## config.mk

```make
export PLATFORM = sky130hd
export DESIGN_NAME = uart_rx_fifo1
export DESIGN_NICKNAME = d
export VERILOG_FILES = /design/src/rtl/uart_rx_fifo1.sv
export SDC_FILE = /design/constraint.sdc
export NUM_CORES = 1
export LEC_CHECK = 0
export CORE_ASPECT_RATIO = 0.75
export CORE_MARGIN = 1.5
export CORE_UTILIZATION = 34
export DETAILED_ROUTE_END_ITERATION = 12
export GPL_TIMING_DRIVEN = 0
export PLACE_DENSITY_LB_ADDON = 0.25
export SLEW_MARGIN = 10
export SYNTH_ARGS = -nofsm -noshare
export SYNTH_HDL_FRONTEND = slang
export SYNTH_SLANG_ARGS = --single-unit
```

## constraint.sdc

```tcl
create_clock -name CLK12M -period 2.3 [get_ports CLK12M]
set_input_delay 0.46 -clock CLK12M [delete_from_list [all_inputs] [get_ports CLK12M]]
set_output_delay 0.46 -clock CLK12M [all_outputs]
set_load 0.1 [all_outputs]
```

## src/rtl/uart_rx_fifo1.sv

```systemverilog
// 8N1 UART receiver with a one-byte holding register and valid/ready handoff.
// Samples the synchronized line at mid-bit; a low stop bit flags a framing error and waits out the break.
module uart_rx_fifo1 #(
  parameter int CLKS_PER_BIT = 104
) (
  input  logic       CLK12M,
  input  logic       RESET,
  input  logic       RXD,
  output logic [7:0] DATA,
  output logic       VALID,
  input  logic       READY,
  output logic       FRAME_ERR,
  output logic       OVERRUN,
  output logic       BUSY
);

  localparam int TW = $clog2(CLKS_PER_BIT);
  localparam logic [TW-1:0] HALF_T = TW'((CLKS_PER_BIT - 1) / 2);
  localparam logic [TW-1:0] FULL_T = TW'(CLKS_PER_BIT - 1);

  typedef enum logic [2:0] {S_IDLE, S_START, S_DATA, S_STOP, S_BREAK} state_t;

  state_t        r_state;
  logic [TW-1:0] r_timer;
  logic [2:0]    r_idx;
  logic [7:0]    r_shift;
  logic          r_sync1;
  logic          r_rx_s;
  logic [1:0]    r_arm;
  logic          w_tick_full;
  logic          w_byte_done;

  assign w_tick_full = (r_timer == FULL_T);
  assign w_byte_done = (r_state == S_STOP) && w_tick_full && r_rx_s;
  assign BUSY        = (r_state != S_IDLE);

  always_ff @(posedge CLK12M) begin
    if (RESET) begin
      r_state   <= S_IDLE;
      r_timer   <= '0;
      r_idx     <= '0;
      r_shift   <= '0;
      r_sync1   <= 1'b1;
      r_rx_s    <= 1'b1;
      r_arm     <= '0;
      DATA      <= 8'h00;
      VALID     <= 1'b0;
      FRAME_ERR <= 1'b0;
      OVERRUN   <= 1'b0;
    end else begin
      r_sync1   <= RXD;
      r_rx_s    <= r_sync1;
      FRAME_ERR <= 1'b0;
      OVERRUN   <= 1'b0;

      // After reset the synchronizer still holds its preset ones for two cycles;
      // only accept a start once the real line has been seen idle, so the tail
      // of a frame cut off by reset is never mistaken for a new start bit.
      if (r_arm != 2'd3) begin
        if (r_arm != 2'd2)
          r_arm <= r_arm + 2'd1;
        else if (r_rx_s)
          r_arm <= 2'd3;
      end

      case (r_state)
        S_IDLE: begin
          if (!r_rx_s && r_arm == 2'd3) begin
            r_state <= S_START;
            r_timer <= '0;
          end
        end
        S_START: begin
          if (r_timer == HALF_T) begin
            r_timer <= '0;
            r_idx   <= '0;
            r_state <= r_rx_s ? S_IDLE : S_DATA;
          end else begin
            r_timer <= r_timer + 1'b1;
          end
        end
        S_DATA: begin
          if (w_tick_full) begin
            r_shift[r_idx] <= r_rx_s;
            r_timer        <= '0;
            r_idx          <= r_idx + 3'd1;
            if (r_idx == 3'd7)
              r_state <= S_STOP;
          end else begin
            r_timer <= r_timer + 1'b1;
          end
        end
        S_STOP: begin
          // Leaving at mid-stop-bit leaves half a bit of slack for a back-to-back start.
          if (w_tick_full) begin
            r_timer <= '0;
            if (r_rx_s) begin
              r_state <= S_IDLE;
            end else begin
              FRAME_ERR <= 1'b1;
              r_state   <= S_BREAK;
            end
          end else begin
            r_timer <= r_timer + 1'b1;
          end
        end
        S_BREAK: begin
          if (r_rx_s)
            r_state <= S_IDLE;
        end
        default: r_state <= S_IDLE;
      endcase

      if (w_byte_done && (!VALID || READY)) begin
        DATA  <= r_shift;
        VALID <= 1'b1;
      end else if (w_byte_done) begin
        OVERRUN <= 1'b1;
      end else if (VALID && READY) begin
        VALID <= 1'b0;
      end
    end
  end

endmodule

```

# == After elaboration in Yosys (flattened, before gate mapping) ==
# Index checks and enable logic that the tools add are counted.
# totals
mem_count,0
rom_bits,0
inputBits,4
regBits,36
mem_bits_rw,0
latchBits,0
# classes
shifts,0
magnitude_cmp,2
mul,0
n_reduce_logical,24
eq_ne,17
muxes,26
n_addsub,3
bitwise,2
n_div,0
# op_table
operator,n
$mux 3,9
$mux 7,3
$pmux 7 s3,1
$ne 2x2->1 const B,8
$pmux 3 s5,1
$bwmux 8,1
$reduce_and 2->1,4
$add 7x1->7 const B,1
$eq 7x6->1 const B,1
$eq 7x7->1 const B,1
$eq 3x2->1 const B,2
$eq 3x3->1 const B,2
$logic_and 1x1->1,6
$mux 1,6
$mux 2,3
$pmux 3 s2,1
$reduce_and 6->1,1
$reduce_bool 2->1,3
$reduce_bool 3->1,2
$lt 3x4->1 const B,1
$reduce_or 2->1,2
$add 3x1->3 const B,1
$demux 1 s3,1
$eq 3x1->1 const B,1
10 further kinds,12

# == Longest topological paths before layout ==
# depth
ltp_word,6
ltp_mapped,6
depth_no_buf,6

# == Worst setup path after synthesis ==
# Ideal clock, no wire load.
# synth_timing
path_type,reg-to-reg
startpoint,register r_timer[0]
endpoint,register r_shift[5]
synth_period_minus_slack_ns,1.924
setup_time_ns,0.070
arrival_ns,1.854
slack_ns,0.376
required_ns,2.230
stages_incl_launch_ff,6
cell_sequence,dfxtp_1 > ha_1 > nand4b_4 > or4_4 > or4_1 > a21oi_1
# synth_between
elab_chain_len,2
# synth_lines
element,line,rtl
from (decl),24,logic [TW-1:0] r_timer;
from (signal assigned),79,r_timer <= r_timer + 1'b1;
from (signal assigned),90,r_timer <= r_timer + 1'b1;
from (signal assigned),104,r_timer <= r_timer + 1'b1;
$eq 7x7->1,33,assign w_tick_full = (r_timer == FULL_T);
$reduce_and 2->1 (no line),-,
"to (signal, indexed assignment)",84,r_shift[r_idx] <= r_rx_s;
to (decl),26,logic [7:0] r_shift;
# Every way passes these cells.
# A chain may end at the register's enable or synchronous reset.

# == Final worst setup path ==
# layout_timing
startpoint,register DATA[0]
endpoint,output port DATA[0]
# layout_lines
element,line,rtl
from (decl),9,"output logic [7:0] DATA,"
from (signal assigned),115,DATA <= r_shift;
# No word-level cell between the ends.

==> impl_metrics.toml <==
[route]
antenna_left = 0
via_count = 1493
via_per_inst = 5.29
drc = 0
detail_route.wl_per_cell_um = 13.5
wl_mm = 3.80
drt_iter0_drc = 56
dr.pass1.iters = 4

[run_status]
outcome = "complete, no violations"

[sta]
finalSetupTns_ps = 0
rsz0062_at_grt = "no"
slew_headroom = 0.355
finalHoldViolCount = 0
fin_crit_sh = 0.967
worst_slew_pin_slew_ps = 965
fmax_mhz = 450
finClkSkew_ps = 7.56
min_period_ps = 2220
hold_ws_ps = 417
report.final.slew_viol_count = 0
fin_ws_ps = 75.9
setup_viol = 0

[cts]
numCtsBuffers = 5
htree_levels = 2
clk_path_buf_depth = 2
cts_tree = "yes"
root_buffer = "clkbuf_8"
clk_latency_ps = 290
holdBufCountCts = 0
cts.clk_slew.worst_paths_ps = 70
clock_sinks = 36

[setup_path]
worst_ep_required_time_ps = 1840
slowest_stage = "clkdlybuf4s50_1"
cpPeakStageDelay_ps = 1140
path_buf_inv = 1
critical_path.max_fanout = 2
criticalPathCategory = "reg -> out"
crit_chain = "clkdlybuf4s50_1"
end_kind = "output port"
arrival_ps = 1760
crit_family = "buffers and inverters"
cp-start-kind = "register"

[synthesis]
syn-cell-area_um2 = 1750
yosys_register_bits = 36
ys_top_cells_by_area = "dfxtp_1 (41%), a21oi_1 (4.6%), mux2i_1 (4.6%)"
yosys.area.top_type = "dfxtp_1"
synth-seq-area-share = 0.413
synth_cells = 199
synth_nets = 208
yosys.area.top_type_share = 0.413
yosys_warnings = 0
synth_cell_types = 42
syn_area_per_cell_um2 = 8.78

[power_and_ir_drop]
power_w = 0.00119
p_per_area_nw_per_um2 = 577
peakVddDrop_v = 0.000346
p_leak_nw = 0.684

[flow_run]
maxCapViolCount = 0

[place]
place_congestion = 0.799
portBuffers = 15
hpwl_mm = 2.63
pre_cts_ws_ps = -341

[grt]
antenna_found_initial = 0
track_usage = 0.147
grt_max_degree = 11
grt_pass1_vias = 1294
grt_pass1_wl_mm = 6.35
grt_overflow_total = 0

[floorplanning]
die_w_um = 85.8
design.core.area_um2 = 4930
die-area_um2 = 5580
io_pins = 16
rows = 22
start_util = 0.354
die_height_um = 65.1

[layout]
layout-drive-gt1-share = 0.0946
nets = 230
diodes = 0
synthToLayoutAreaGrowth_pct = 18.6

[worst_hold_path]
hold_path_class = "reg -> reg"
metrics by stage:
| step | util | area [um2] | instances |
|---|---|---|---|
| finish | 0.421 | 2070 | 282 |
| global route | 0.421 | 2070 | 282 |
| CTS | 0.417 | 2060 | 282 |
| detailed placement | 0.400 | 1970 | 274 |
| global placement | 0.400 | 1970 | 274 |
| floorplan | - | 1750 | 199 |
state kept, by name, summed over array words and instances, names as in the netlist:
register and count:
r_shift 8, VALID 1, r_idx 3, r_sync1 1, r_rx_s 1, FRAME_ERR 1
DATA 8, OVERRUN 1, r_timer 7, r_arm 2, r_state 3
placed cells by master, fill, tap and decap left out, types with 5 or more instances in the layout:
cell              n
a21oi_1          16
clkbuf_1         12
clkbuf_8          6
clkdlybuf4s50_1  14
dfxtp_1          36
ha_1              5
inv_1             7
mux2i_1           8
nand2_1          15
nand3_1           5
nand4b_1          5
nor2_1           16
nor3_1            5
o211ai_1          7
o21ai_0          10
power by group:
group / internal [W] / leakage [nW] / switching [W]
Clock: 0.000244 / 0.0455 / 0.000219
Sequential: 0.000639 / 0.291 / 0.0000135
Combinational: 0.0000330 / 0.348 / 0.0000457
cell type report:
cell class	count	area, um2
fillers	500	2860
multi-input cells	143	953
flip-flops and latches	36	721
repair buffers	15	148
clock buffers	8	90.1
well taps	60	75.1
plain buffers	13	58.8
inverters	7	26.3
path summary, 6_finish.rpt:
path                            slack, ps    endpoint        from  cells after the start
worst min-delay path                  420      r_rx_s     r_sync1                      1
worst max register to register        160  r_shift[5]  r_timer[0]                      5
worst min register to register        420      r_rx_s     r_sync1                      1
worst max-delay path                   80     DATA[0]     DATA[0]                      1
timing repair:
| item | CTS | global route |
|---|---|---|
| cloned | 0 | 0 |
| setup buffers | 0 | 0 |
| gates resized for setup | 5 | 5 |
| endpoints found under the setup margin | 1 | 3 |
| hold endpoints to repair | 0 | 0 |
routing by layer:
| layer | up-vias | track usage | routed length (um) |
|---|---|---|---|
| li1 | 774 | - | - |
| met3 | 7 | 0.0433 | 225 |
| met5 | - | 0 | 0 |
| met2 | 43 | 0.186 | 1390 |
| met4 | 0 | 0.0544 | 57 |
| met1 | 669 | 0.227 | 2130 |
synth_stat cells:
library cell,instances
a2111oi_0,3
mux2i_1,8
nand4_1,4
nand2b_1,3
nor2_1,17
o21bai_1,2
or2_2,3
o22ai_1,1
clkbuf_1,11
nor4_2,1
dfxtp_1,36
o221ai_1,1
o21a_1,2
a21o_1,1
ha_1,5
o21ai_0,10
nor4b_1,1
nand3b_1,4
a21oi_1,16
buf_2,1
or4_4,1
o31ai_1,3
a211oi_1,4
buf_6,1
a211oi_2,1
inv_1,7
and4bb_2,1
a31oi_1,1
or3b_2,1
nand4b_1,5
nand3_1,5
nor2b_1,3
and2_1,1
o211ai_1,7
or4_1,1
nand2b_2,1
nor3_1,5
o41ai_1,3
or3_1,1
nand2_1,15
nand4b_4,1
xnor2_1,1
cell families after synthesis:
| kind of cell | after synthesis | synth area share |
|---|---|---|
| adders and majority gates | 5 | 0.0358 |
| xor gates and xnor gates | 1 | 0.00502 |
| and+or+nand+nor | 74 | 0.247 |
| muxes | 8 | 0.0458 |
| AOI/OAI and AO/OA | 55 | 0.206 |
| buffers and inverters | 20 | 0.0480 |
| DFF | 36 | 0.413 |
Note: power is estimated with default switching activity, not from simulation.
